<file path="config.mk">
export PLATFORM = sky130hd
export DESIGN_NAME = multicycle_control
export DESIGN_NICKNAME = d
export VERILOG_FILES = /design/src/rtl/multicycle_control_pkg.sv /design/src/rtl/multicycle_control_alu_decode.sv /design/src/rtl/multicycle_control.sv
export SDC_FILE = /design/constraint.sdc
export NUM_CORES = 1
export LEC_CHECK = 0
export BUFFER_PORTS_ARGS = -buffer_cell sky130_fd_sc_hd__buf_2
export CAP_MARGIN = 0
export CORE_MARGIN = 4
export CORE_UTILIZATION = 43
export DETAILED_ROUTE_END_ITERATION = 7
export PLACE_DENSITY = 0.79
export SYNTH_ARGS = -nofsm -noshare
export SYNTH_HDL_FRONTEND = slang
export SYNTH_SLANG_ARGS = --single-unit
</file>
<file path="constraint.sdc">
create_clock -name clk -period 1.6 [get_ports clk]
set_input_delay 0.24 -clock clk [delete_from_list [all_inputs] [get_ports clk]]
set_output_delay 0.24 -clock clk [all_outputs]
set_load 0.03 [all_outputs]
</file>
<file path="src/rtl/multicycle_control_pkg.sv">
// Shared definitions for the multicycle controller: opcodes, ALU codes,
// ALUSrcB selects, the state encoding and the control-word layout.
package multicycle_control_pkg;

  localparam int unsigned OPC_W   = 7;
  localparam int unsigned FUNCT_W = 4;
  localparam int unsigned OP_W    = 4;
  localparam int unsigned ST_W    = 4;
  localparam int unsigned SRCB_W  = 2;

  localparam logic [OPC_W-1:0] OPC_RTYPE = 7'b0110011;
  localparam logic [OPC_W-1:0] OPC_LOAD  = 7'b0000011;
  localparam logic [OPC_W-1:0] OPC_STORE = 7'b0100011;
  localparam logic [OPC_W-1:0] OPC_BEQ   = 7'b1100011;

  localparam logic [OP_W-1:0] ALU_AND = 4'b0000;
  localparam logic [OP_W-1:0] ALU_OR  = 4'b0001;
  localparam logic [OP_W-1:0] ALU_ADD = 4'b0010;
  localparam logic [OP_W-1:0] ALU_SUB = 4'b0110;

  localparam logic [SRCB_W-1:0] SRCB_RS2  = 2'b00;
  localparam logic [SRCB_W-1:0] SRCB_FOUR = 2'b01;
  localparam logic [SRCB_W-1:0] SRCB_IMM  = 2'b10;

  // How the ALU operation is chosen in a given state.
  typedef enum logic [1:0] {
    ALU_MODE_NONE  = 2'd0,
    ALU_MODE_ADD   = 2'd1,
    ALU_MODE_SUB   = 2'd2,
    ALU_MODE_FUNCT = 2'd3
  } alu_mode_e;

  // FETCH is the all-zero code so state_o reads as FETCH while in reset.
  typedef enum logic [ST_W-1:0] {
    S_FETCH  = 4'd0,
    S_DECODE = 4'd1,
    S_EXEC_R = 4'd2,
    S_WB_R   = 4'd3,
    S_ADDR   = 4'd4,
    S_MEM_RD = 4'd5,
    S_WB_MEM = 4'd6,
    S_MEM_WR = 4'd7,
    S_BRANCH = 4'd8
  } state_e;

  typedef struct packed {
    logic              pc_write;
    logic              ir_write;
    logic              mem_read;
    logic              mem_write;
    logic              mem_to_reg;
    logic              reg_write;
    logic              alu_src_a;
    logic [SRCB_W-1:0] alu_src_b;
    logic              pc_source;
    logic              illegal;
    logic              retire;
  } ctrl_t;

  function automatic logic is_mem_op(input logic [OPC_W-1:0] opc);
    return (opc == OPC_LOAD) || (opc == OPC_STORE);
  endfunction

endpackage

</file>
<file path="src/rtl/multicycle_control_alu_decode.sv">
// ALU operation decode shared with the single-cycle core: maps the state's
// ALU mode and the latched {funct7[5], funct3} to an Operation code.
module alu_decode
  import multicycle_control_pkg::*;
(
  input  logic [FUNCT_W-1:0] funct,
  input  alu_mode_e          mode,
  output logic [OP_W-1:0]    operation_c
);

  // Unknown R-type funct values fall back to ADD.
  always_comb begin
    operation_c = ALU_AND;
    case (mode)
      ALU_MODE_ADD: operation_c = ALU_ADD;
      ALU_MODE_SUB: operation_c = ALU_SUB;
      ALU_MODE_FUNCT: begin
        case (funct)
          4'b0000: operation_c = ALU_ADD;
          4'b1000: operation_c = ALU_SUB;
          4'b0111: operation_c = ALU_AND;
          4'b0110: operation_c = ALU_OR;
          default: operation_c = ALU_ADD;
        endcase
      end
      default: operation_c = ALU_AND;
    endcase
  end

endmodule

</file>
<file path="src/rtl/multicycle_control.sv">
// Multicycle RISC-V style control unit: Moore FSM over the instruction phases
// with mem_ready handshakes on the memory states.
module multicycle_control
  import multicycle_control_pkg::*;
(
  input  logic               clk,
  input  logic               rst_n,
  input  logic [OPC_W-1:0]   Opcode,
  input  logic [FUNCT_W-1:0] Funct,
  input  logic               Zero,
  input  logic               mem_ready,
  output logic               PCWrite,
  output logic               IRWrite,
  output logic               MemRead,
  output logic               MemWrite,
  output logic               MemtoReg,
  output logic               RegWrite,
  output logic               ALUSrcA,
  output logic [SRCB_W-1:0]  ALUSrcB,
  output logic               PCSource,
  output logic [OP_W-1:0]    Operation,
  output logic               illegal,
  output logic               retire,
  output logic [ST_W-1:0]    state_o
);

  state_e               state_q;
  state_e               state_d;
  logic [FUNCT_W-1:0]   funct_q;
  ctrl_t                ctrl_c;
  alu_mode_e            alu_mode_c;
  logic [OP_W-1:0]      alu_op_c;

  // State register and Funct latch; Funct is captured while in DECODE.
  always_ff @(posedge clk or negedge rst_n) begin
    if (!rst_n) begin
      state_q <= S_FETCH;
      funct_q <= '0;
    end else begin
      state_q <= state_d;
      if (state_q == S_DECODE) begin
        funct_q <= Funct;
      end
    end
  end

  // Next state and control word.
  always_comb begin
    state_d    = state_q;
    ctrl_c     = '0;
    alu_mode_c = ALU_MODE_NONE;
    case (state_q)
      S_FETCH: begin
        ctrl_c.mem_read  = 1'b1;
        ctrl_c.alu_src_b = SRCB_FOUR;
        alu_mode_c       = ALU_MODE_ADD;
        if (mem_ready) begin
          ctrl_c.ir_write = 1'b1;
          ctrl_c.pc_write = 1'b1;
          state_d         = S_DECODE;
        end
      end
      S_DECODE: begin
        // Speculatively form the branch target into ALUOut.
        ctrl_c.alu_src_b = SRCB_IMM;
        alu_mode_c       = ALU_MODE_ADD;
        if (Opcode == OPC_RTYPE) begin
          state_d = S_EXEC_R;
        end else if (is_mem_op(Opcode)) begin
          state_d = S_ADDR;
        end else if (Opcode == OPC_BEQ) begin
          state_d = S_BRANCH;
        end else begin
          ctrl_c.illegal = 1'b1;
          state_d        = S_FETCH;
        end
      end
      S_EXEC_R: begin
        ctrl_c.alu_src_a = 1'b1;
        ctrl_c.alu_src_b = SRCB_RS2;
        alu_mode_c       = ALU_MODE_FUNCT;
        state_d          = S_WB_R;
      end
      S_WB_R: begin
        ctrl_c.reg_write = 1'b1;
        ctrl_c.retire    = 1'b1;
        state_d          = S_FETCH;
      end
      S_ADDR: begin
        ctrl_c.alu_src_a = 1'b1;
        ctrl_c.alu_src_b = SRCB_IMM;
        alu_mode_c       = ALU_MODE_ADD;
        state_d          = (Opcode == OPC_LOAD) ? S_MEM_RD : S_MEM_WR;
      end
      S_MEM_RD: begin
        ctrl_c.mem_read = 1'b1;
        if (mem_ready) begin
          state_d = S_WB_MEM;
        end
      end
      S_WB_MEM: begin
        ctrl_c.reg_write  = 1'b1;
        ctrl_c.mem_to_reg = 1'b1;
        ctrl_c.retire     = 1'b1;
        state_d           = S_FETCH;
      end
      S_MEM_WR: begin
        ctrl_c.mem_write = 1'b1;
        if (mem_ready) begin
          ctrl_c.retire = 1'b1;
          state_d       = S_FETCH;
        end
      end
      S_BRANCH: begin
        ctrl_c.alu_src_a = 1'b1;
        ctrl_c.alu_src_b = SRCB_RS2;
        ctrl_c.pc_source = 1'b1;
        ctrl_c.pc_write  = Zero;
        ctrl_c.retire    = 1'b1;
        alu_mode_c       = ALU_MODE_SUB;
        state_d          = S_FETCH;
      end
      default: begin
        state_d = S_FETCH;
      end
    endcase
  end

  alu_decode u_alu_decode (
    .funct       (funct_q),
    .mode        (alu_mode_c),
    .operation_c (alu_op_c)
  );

  // Outputs are forced low for the whole time rst_n is asserted, not just
  // from the next clock, so the datapath never sees a stray MemRead in reset.
  assign PCWrite   = rst_n & ctrl_c.pc_write;
  assign IRWrite   = rst_n & ctrl_c.ir_write;
  assign MemRead   = rst_n & ctrl_c.mem_read;
  assign MemWrite  = rst_n & ctrl_c.mem_write;
  assign MemtoReg  = rst_n & ctrl_c.mem_to_reg;
  assign RegWrite  = rst_n & ctrl_c.reg_write;
  assign ALUSrcA   = rst_n & ctrl_c.alu_src_a;
  assign ALUSrcB   = rst_n ? ctrl_c.alu_src_b : SRCB_RS2;
  assign PCSource  = rst_n & ctrl_c.pc_source;
  assign Operation = rst_n ? alu_op_c : ALU_AND;
  assign illegal   = rst_n & ctrl_c.illegal;
  assign retire    = rst_n & ctrl_c.retire;
  assign state_o   = ST_W'(state_q);

endmodule

</file>
Word level (Yosys, flattened, before mapping). Index checks and enable logic that the tools add are counted.

Muxes and demuxes: 29. Reductions and logical operators: 9. Equality and inequality tests: 21. Bitwise logic cells: 10.

Operators by type and width (number): 2-to-1 mux 4 bit (7); equality test 4 x 3 -> 1 bit (second input constant) (6); case mux 4 bit (6 select lines) (1); equality test 7 x 6 -> 1 bit (second input constant) (2); 2-to-1 mux 1 bit (12); case mux 4 bit (3 select lines) (1); AND 1 bit (10); case mux 3 bit (3 select lines) (1); OR reduction 3 bit (3); equality test 4 x 2 -> 1 bit (second input constant) (2); equality test 4 bit (second input constant) (2); equality test 7 x 2 -> 1 bit (second input constant) (1); equality test 7 bit (second input constant) (1); 2-to-1 mux 2 bit (3); inequality test 2 bit (second input constant) (3); case mux 2 bit (3 select lines) (1); OR reduction 2 bit (3); equality test 2 bit (second input constant) (2); equality test 4 x 1 -> 1 bit (second input constant) (1); logical NOT 4 bit (1); case mux 1 bit (2 select lines) (2); case mux 2 bit (2 select lines) (1); AND reduction 3 bit (1); equality test 2 x 1 -> 1 bit (second input constant) (1); logical OR 1 bit (1).

Register bits after elaboration: 8.

Longest topological paths before layout. Gate-level depths: netlist (run 1).

Depth after elaboration: 6. Depth in mapped cells: 5. Depth with buffers taken out: 4.

Hierarchy. A second synthesis (run 1) with hierarchy kept.

Cell total of the unflattened synthesis: 91. Area, all modules: 764.5 um2.

By module, submodules not included: multicycle_control (instances 1, sequential area each 200.2 um2, cells an instance 82, area each 706.9 um2); alu_decode (instances 1, sequential area each 0.0 um2, cells an instance 9, area each 57.6 um2).

Worst setup path before layout (run 1). OpenSTA, ideal clock, no wires.

Path type: reg2out. Start point: register state_q[1], in the netlist state_o[1]. End point: output port PCWrite. Path slack: -1159 ps. Cell stages (with the launch flop): 5. Arrival: 2519 ps. Cells stage by stage: dfrtp_1 -> buf_2 -> nor4_1 -> and2_1 -> a21o_1.

Longest elaborated chain between the ends: 3. Elaborated cells on any way between the ends: 4. Classes of those cells: eq/ne: 1; mux: 1; bitwise: 1; reduce/logical: 1.

RTL lines: start, declared (line multicycle_control.sv:27) `state_e state_q;`; start signal, assigned (line multicycle_control.sv:40) `state_q <= state_d;`; equality test 4 bit or logical NOT 4 bit (tied branches) (line multicycle_control.sv:52) `case (state_q)`; case mux 1 bit (2 select lines) * (line multicycle_control.sv:52); AND 1 bit * (line multicycle_control.sv:137) `assign PCWrite = rst_n & ctrl_c.pc_write;`; end, declared (line multicycle_control.sv:12) `output logic PCWrite,`.

Mark *: on every way between the ends. The rest lies on a longest branch, timed or not.

Final worst setup path (run 1).
Start point: register state_q[0], in the netlist state_o[0]. End point: output port retire.

Longest elaborated chain between the ends: 4. Elaborated cells on any way between the ends: 7. Classes of those cells: eq/ne: 4; mux: 1; bitwise: 1; reduce/logical: 1.

RTL lines: equality test 4 bit (tied with other cells) (line multicycle_control.sv:52); OR reduction 3 bit (no line); case mux 1 bit (2 select lines) * (line multicycle_control.sv:52); AND 1 bit * (line multicycle_control.sv:148) `assign retire = rst_n & ctrl_c.retire;`; end, declared (line multicycle_control.sv:23) `output logic retire,`.

Marks and branches as above.

==> metrics.txt, run 1 <==
Die Area 2240 sq um; Port Buf Inserts 33; Avg Inst Size Synth 8.66 sq um; top_reg_cell synth dfrtp_1; CTS tree yes; Hold Path Class in -> reg; Num CTS Buffers 3; Setup Skew 0.00490 ns; DR pass1 iterations 4; post-synthesis register bit count 8; Slew HR 0.578; Pleak 0.616 nW; die height 47.4 um; Die X 47.4 um; placed instance count 130; largest cells by area after synthesis dfrtp_1, mux2_2, nor2_1; nets 149; sequential fraction of the synthesis area 0.300; Peak VDD IR 1260 uV; synth-to-layout area growth 98.3%; Vias per Instance 6.75; drt total wl 3760 um; RSZ-0062 raised after global routing true; post-synth cell types 34; DPL Wire Length 1520 um; asr flop ratio synth 1.00; post-layout min period 2.00 ns; max-cap viol count 0; num ports 35; failing checks negative setup slack; placeable core area 1380 sq um; Fin. Hold Viols 0; kind of start point of the critical path flop; Post-synth EDFFs 0; fin util 0.957; Final period util 1.25; root buffer cell clkbuf_4; # H-tree levels 1; Setup CP Type reg -> out; clk buf depth 2; fin. max-slew vios 0; clk sinks 8; DRC 0; DP Worst Slack 0.00757 ns; cell area after synthesis 667 sq um; Non-Filler Instances 148; worst-margin pin slew 0.624 ns; top-area cell type share of the netlist area 0.300; Setup Total Neg Slack -2.65 ns; final antenna-violating net count 0; Iteration-0 DRC Markers 60; initial antenna violation count 0; antenna cells 0; mean routed wirelength per cell 25.4 um; share of cells above drive strength 1 0.714; clock latency at the later pin of the worst-skew pair 0.27 ns; Syn. warnings 0; gpl congestion 0.768; Initial Util 0.482; clock-pin slew on the worst setup and hold paths 0.06 ns; setup ws final -0.404 ns; gr ovfl total 0; top cell type by total area after synthesis dfrtp_1; DR vias 999; Critical Path RT 1.36 ns; first-pass GRT wire length 4220 um; WP data arrival 1.76 ns; critical path endpoint category output port; outcome finished, violations left; fmax 499 MHz; CP max FO 6; number of cells produced by synthesis 77; Site Rows 13; PwrDens 1660 nW/um^2; largest net degree at the start of global routing 11; total track usage 0.282; vias in the first global route 933; Mapped Nets 92; final setup fails 20
-- worst max-delay path, stage by stage, from the launching register on --
cell,delay (ns)
dfrtp_2,0.46
nor2b_1,0.16
a21oi_1,0.33
a22oi_1,0.18
nor2b_2,0.18
buf_4,0.18
-- layout make-up --
cell class                 count  area (sq um)
multi-input combinational     61           594
sequential                     8           205
inverter                       3          15.0
timing repair buffer          57           463
clock buffer                   4          26.3
tap                           15          18.8
fill                          35          60.1
-- power breakdown --
group	total (mW)	internal, mW	leakage [nW]	switching (mW)
logic	1.61	0.773	0.507	0.837
clock network	0.185	0.0966	0.0150	0.0883
registers	0.402	0.287	0.0942	0.115
-- cells by family after synthesis --
group                      synth area share
DFF                                   0.300
AOI/OAI and AO/OA                     0.167
muxes                                0.0675
adders and majority gates            0.0150
buffers and inverters                0.0713
xor gates and xnor gates             0.0263
and+or+nand+nor                       0.347
other                               0.00562
-- metal layers --
layer | wire, um | GRT usage
met5 | 0 | 0
met4 | 343 | 0.182
met3 | 418 | 0.0498
met2 | 1800 | 0.481
met1 | 1200 | 0.319
-- repair_timing --
action / CTS / global route
buffers inserted: 11 / 3
endpoints found under the setup margin: 15 / 16
hold buffers: 1 / 0
pin swaps: 5 / 6
endpoints found under the hold margin: 8 / 0
resized for setup: 31 / 21
-- cell usage after synthesis (2+ instances only) --
library cell	count
a21oi_1	4
and2_1	2
and3_1	3
buf_2	2
buf_4	2
dfrtp_1	8
inv_1	3
mux2_2	4
nand2_1	3
nand2b_1	3
nor2_1	8
nor2b_1	4
nor4_1	4
nor4bb_1	2
o21ai_0	5
xor2_1	2
-- final timing paths --
check                           cells past startpoint  slack, ns    endpoint  startpoint
worst max-delay path                                5      -0.40      retire  state_o[0]
worst min-delay path                                2       0.20  funct_q[1]    Funct[1]
worst max register to register                      5      -0.06  funct_q[0]  state_o[3]
worst min register to register                      1       0.56  funct_q[3]  funct_q[3]
max in group asynchronous                           3       0.64  state_o[2]       rst_n
min in group asynchronous                           3       0.65  funct_q[2]       rst_n
-- cells in the final DEF (no fill, tap or decap), types with 2 or more instances in the layout --
cell	count
a21oi_1	3
and2_4	2
and3_1	2
buf_12	3
buf_2	20
buf_4	20
buf_6	12
clkbuf_4	4
dfrtp_1	4
dfrtp_2	4
mux2_4	3
nand2_1	2
nand2b_4	2
nor2_1	5
nor2_2	2
nor2b_1	2
nor2b_2	2
nor4_2	2
nor4_4	2
o21ai_0	3
o21ai_1	2
-- stage by stage --
stage / instance area, sq um / total power [mW] / hold WS (ns)
5_1_grt: 1320 / 2.30 / 0.202
2_1_floorplan: 785 / 1.13 / -0.0556
3_3_place_gp: 1010 / 1.40 / 0.241
4_1_cts: 1240 / 1.91 / 0.207
3_5_place_dp: 1010 / 1.42 / 0.238
6_report: 1320 / 2.20 / 0.203
-- state kept, by name, summed over array words and instances (netlist names) --
name     flops
funct_q      4
state_o      4
No activity file was read; power rests on OpenSTA's default activity.
==> inputs of run 2 (changes only) <==
--- a/config.mk
+++ b/config.mk
@@ -10,7 +10,7 @@
 export CORE_MARGIN = 4
 export CORE_UTILIZATION = 43
 export DETAILED_ROUTE_END_ITERATION = 7
-export PLACE_DENSITY = 0.79
+export PLACE_DENSITY = 0.77
 export SYNTH_ARGS = -nofsm -noshare
 export SYNTH_HDL_FRONTEND = slang
 export SYNTH_SLANG_ARGS = --single-unit
==> run 2 against run 1 <==
Net effect: the flow still finishes with violations (negative setup slack); sequential power is 4% higher; cell count is 1.4% higher; critical path type unchanged; highest routed layer unchanged; first-iteration DRC count is 3.3% lower; largest cell class unchanged.
==> metrics.txt, run 2 (synthesized netlist as in run 1, its figures left out) <==
outcome finished, violations left; failing checks negative setup slack; Critical Path RT 1.36 ns (about the same); num ports 35 (unchanged); Crit-path slowest cell dfrtp_2; kind of start point of the critical path flop; CP max FO 7 (+1); # H-tree levels 1 (unchanged); nets 151 (+1.3%); root buffer cell clkbuf_4; Crit path top cell by count buf_6; total track usage 0.308 (+0.0255); Die X 47.4 um (unchanged); placed instance count 127 (-2.3%); initial antenna violation count 0 (unchanged); crit-path max cell delay 0.49 ns (+0.03 ns); DRC 0 (unchanged); crit-path leading delay family flip-flops; Setup CP Type reg -> out; Pleak 0.621 nW (+0.85%); DPL Wire Length 1490 um (-2.1%); GRT met3 Usage 0.0728 (+0.0230); gpl congestion 0.814 (+6.1%); Final period util 1.17 (-0.0868); synth-to-layout area growth 102%; mean routed wirelength per cell 27.7 um (+9.2%); total power 2.13 mW (-2.9%); most frequent cells in the layout buf_2, buf_4, buf_6; clock-pin slew on the worst setup and hold paths 0.07 ns (about the same); Site Rows 13 (unchanged); Port Buf Inserts 33 (unchanged); RSZ-0062 raised after global routing true; setup ws final -0.265 ns (+0.139 ns); GRT Max-Usage Layer met2; WP data arrival 1.62 ns (-0.14 ns); Die Area 2240 sq um (unchanged); Setup Total Neg Slack -2.52 ns (+0.131 ns); drt total wl 4160 um (+11%); post-layout min period 1.86 ns (-0.139 ns); largest net degree at the start of global routing 8 (-3); die height 47.4 um (unchanged); global-route met1 utilization 0.347 (+0.0278); vias in the first global route 951 (+1.9%); placeable core area 1380 sq um (unchanged); final setup fails 16 (-20%); Fill cells 20 (-43%); final antenna-violating net count 0 (unchanged); Vias per Instance 6.94 (+2.8%); fmax 536 MHz (+7.4%); clk sinks 8 (unchanged); DR pass1 iterations 4 (unchanged); most common cell after layout, fill and taps aside buf_2; M2 GR Usage 0.545 (+0.0642); Num CTS Buffers 3 (unchanged); worst-margin pin slew 0.591 ns (-0.0330 ns); antenna cells 0 (unchanged); Fin. Hold Viols 0 (unchanged); Slew HR 0.600 (+0.0223); Hold Path Class in -> async; max-cap viol count 0 (unchanged); WHS 0.118 ns (-0.0851 ns); Peak VDD IR 1290 uV (+2.2%); first-pass GRT wire length 4640 um (+10%); clk buf depth 2 (unchanged); fin. max-slew vios 0 (unchanged); share of cells above drive strength 1 0.733 (+0.0190); clock latency at the later pin of the worst-skew pair 0.28 ns (about the same); critical path endpoint category output port; gr ovfl total 0 (unchanged); PwrDens 1580 nW/um^2 (-4.6%); Initial Util 0.482 (unchanged); DP Worst Slack -0.00175 ns (-0.00932 ns); CP Buf/Inv Count 2 (+1); DR vias 1041 (+4.2%); Setup Skew 0.0102 ns (+0.00534 ns); Iteration-0 DRC Markers 58 (-3.3%); CTS tree yes; worst path cell trace buf_6 -> maj3_2 -> nor2_1 -> o21a_2 -> buf_6; Non-Filler Instances 150 (+1.4%)
==> run 2: worst paths after layout <==
path                       startpoint  depth (start not counted)  slack, ns            to
min in group clk             Funct[2]                          2       0.22    funct_q[2]
setup / recovery           state_o[3]                          5      -0.26  Operation[1]
hold / removal                  rst_n                          3       0.12    state_o[2]
hold reg to reg            funct_q[1]                          1       0.59    funct_q[1]
max in group asynchronous       rst_n                          3       0.77    funct_q[0]
setup reg to reg           state_o[3]                          6      -0.04    state_o[1]
==> run 2: area by class of cell <==
type | count | area, sq um | area share
inverters | 3 | 11.3 | 0.00836
clock buffers | 4 | 26.3 | 0.0195
repair buffers | 59 | 467 | 0.347
multi-input cells | 61 | 618 | 0.459
well taps | 15 | 18.8 | 0.0139
flip-flops and latches | 8 | 205 | 0.152
==> run 2: timing repair <==
action / CTS / global route
pin swaps: 10 / 9
endpoints found under the setup margin: 15 / 16
resized for setup: 39 / 21
buffers inserted: 14 / 4
endpoints found under the hold margin: 4 / 0
hold buffers: 1 / 0
==> run 2: worst min-delay path, stage by stage <==
cell and delay, ns:
buf_2 0.13, buf_4 0.19, buf_4 0.18
==> run 2: report_power, final <==
group	internal (mW)	total, mW	leakage [nW]	switching [mW]
Sequential	0.287	0.420	0.0942	0.133
Clock	0.0968	0.193	0.0150	0.0967
Combinational	0.700	1.52	0.512	0.821
Total	1.08	2.13	0.621	1.05
==> run 2: layer usage <==
metal  up-vias  routed length (um)
met3        32                 558
met2       113                1910
li1        400                   -
met5         -                   0
met1       496                1380
met4         0                 311
==> run 2: stage by stage <==
stage           util  instance area [sq um]
4_1_cts        0.900                   1240
5_1_grt        0.974                   1350
2_1_floorplan      -                    785
3_5_place_dp   0.703                    972
6_report       0.974                   1350
3_3_place_gp   0.703                    972
==> inputs of run 3 (changes only) <==
--- a/config.mk
+++ b/config.mk
@@ -7,10 +7,14 @@
 export LEC_CHECK = 0
 export BUFFER_PORTS_ARGS = -buffer_cell sky130_fd_sc_hd__buf_2
 export CAP_MARGIN = 0
+export CELL_PAD_IN_SITES_DETAIL_PLACEMENT = 0
+export CELL_PAD_IN_SITES_GLOBAL_PLACEMENT = 1
 export CORE_MARGIN = 4
-export CORE_UTILIZATION = 43
+export CORE_UTILIZATION = 30
 export DETAILED_ROUTE_END_ITERATION = 7
-export PLACE_DENSITY = 0.77
+export PLACE_DENSITY_LB_ADDON = 0.1
+export RECOVER_POWER = 100
+export SETUP_SLACK_MARGIN = 0.1
 export SYNTH_ARGS = -nofsm -noshare
 export SYNTH_HDL_FRONTEND = slang
 export SYNTH_SLANG_ARGS = --single-unit
==> run 3 against run 2 <==
Net effect: core utilization down 29 points; largest cell class unchanged; largest power group unchanged; clock skew down 0.0046 ns; the flow still finishes with violations (negative setup slack); cell count up 8.7%.
==> metrics.txt, run 3 (synthesized netlist as in run 1, its figures left out) <==
kind of start point of the critical path flop; CP max FO 7 (unchanged); Fin. Hold Viols 0 (unchanged); final antenna-violating net count 0 (unchanged); fin. max-slew vios 0 (unchanged); critical path endpoint category output port; Pleak 0.621 nW (about the same); final setup fails 15 (-1); Setup Total Neg Slack -1.69 ns (+0.821 ns); Crit. Startpoint state_o[2]; Num CTS Buffers 3 (unchanged); Vias per Instance 5.02 (-28%); Setup CP Type reg -> out; first-pass GRT wire length 3390 um (-27%); max-cap viol count 0 (unchanged); setup ws final -0.213 ns (+0.0517 ns); clock share of power 0.080 (-0.011); nets 152 (+0.66%); Logic pwr share 0.730 (+0.017); sw frac 0.432 (-0.0602); final instance area 1390 sq um (+3.4%); placed cell area 1030 sq um (+5.8%); Final period util 1.13 (-0.0323); worst setup path endpoint illegal; DR pass1 iterations 4 (unchanged); post-layout min period 1.81 ns (-0.0517 ns); flop-to-flop setup slack 0 ns (+0.04 ns); total track usage 0.162 (-0.146); DP Worst Slack 0.0362 ns (+0.0380 ns); FF-to-FF Start state_o[2]; Port Buf Inserts 33 (unchanged); worst path cell trace buf_4 -> nor4b_4 -> and3_2 -> buf_6; crit-path max cell delay 0.54 ns (+0.05 ns); worst r2r path cells 6 (unchanged); num ports 35 (unchanged); CTS tree yes; antenna cells 0 (unchanged); Critical Path RT 1.36 ns (about the same); Hold Path Class in -> reg; drt total wl 2380 um (-43%); die height 55.2 um (+16%); Initial Util 0.327 (-0.156); # H-tree levels 1 (unchanged); gr ovfl total 0 (unchanged); placeable core area 2040 sq um (+48%); Setup Skew 0.00563 ns (-0.00461 ns); Sequential Power Share 0.189 (-0.008); synth-to-layout area growth 109%; DR vias 818 (-21%); Site Rows 16 (+3); most common cell after layout, fill and taps aside buf_6; Die Area 3040 sq um (+35%); Fill cells 167 (+740%); most frequent cells in the layout buf_6, buf_4, buf_2; Peak VDD IR 787 uV (-39%); fmax 552 MHz (+2.9%); RSZ-0062 raised after global routing true; Non-Filler Instances 163 (+8.7%); clock-pin slew on the worst setup and hold paths 0.06 ns (about the same); DRC 0 (unchanged); vias in the first global route 728 (-23%); fin util 0.682 (-0.292); DPL Wire Length 1540 um (+3.5%); clk buf depth 2 (unchanged); outcome finished, violations left; Pint 1.22 mW (+13%); clock latency at the later pin of the worst-skew pair 0.26 ns (-0.02 ns); PwrDens 1540 nW/um^2 (-2.5%); clk sinks 8 (unchanged); failing checks negative setup slack; initial antenna violation count 0 (unchanged); WP data arrival 1.57 ns (-0.05 ns); net switching power 929 uW (-12%); RR Endpoint state_o[1]; share of cells above drive strength 1 0.728 (-0.00539); root buffer cell clkbuf_4; largest net degree at the start of global routing 9 (+1); mean routed wirelength per cell 14.6 um (-47%); gpl congestion 0.719 (-12%); placed instance count 140 (+10%); Iteration-0 DRC Markers 10 (-83%); Crit-path slowest cell dfrtp_4; Die X 55.2 um (+16%)
[run 3: final cells by class]
class | instances | area (sq um) | share of cell area
timing repair buffer | 60 | 497 | 0.357
tap | 27 | 33.8 | 0.0243
multi-input combinational | 61 | 617 | 0.443
clock buffer | 4 | 26.3 | 0.0189
sequential | 8 | 208 | 0.149
inverter | 3 | 11.3 | 0.00809
[run 3: worst max-delay path, delay by kind of cell, from the launching register on]
kind / cells / cell delay [ns]
flops: 1 / 0.54
simple gates: 2 / 0.49
buf+inv: 2 / 0.28
[run 3: how the worst min path moves through the flow]
stage	startpoint	to	cells past startpoint
floorplan	rst_n	funct_q[0]	0
global placement	rst_n	funct_q[0]	2
detailed placement	rst_n	funct_q[3]	2
CTS	Funct[3]	funct_q[3]	2
global route	Funct[0]	funct_q[0]	2
finish	Funct[3]	funct_q[3]	2
[run 3: metal layers]
metal  part of all wire  routed length [um]  global-route usage
met1               0.43                1040               0.190
met4             0.0059                  14              0.0486
met5                  0                   0                   0
met2               0.51                1200               0.297
met3              0.053                 127              0.0268
[run 3: metrics by stage]
| step | hold WS [ns] | power (mW) |
|---|---|---|
| floorplan | -0.0556 | 1.20 |
| global placement | 0.247 | 1.44 |
| detailed placement | 0.251 | 1.45 |
| CTS | 0.216 | 1.85 |
| global route | 0.213 | 2.27 |
| finish | 0.212 | 2.15 |
[run 3: power groups by stage]
stage / combinational [mW] / clock [mW] / sequential (mW)
2_1_floorplan: 0.779 / 0 / 0.421
4_1_cts: 1.28 / 0.171 / 0.396
6_report: 1.57 / 0.173 / 0.407
5_1_grt: 1.66 / 0.189 / 0.422
3_3_place_gp: 1.01 / 0 / 0.425
3_5_place_dp: 1.02 / 0 / 0.426
[run 3: repair_timing]
item	4_1_cts	5_1_grt
pin swaps	8	7
buffers inserted	10	8
gates resized for setup	38	23
hold endpoints to repair	8	0
setup endpoints to repair	16	23
hold buffers	1	0
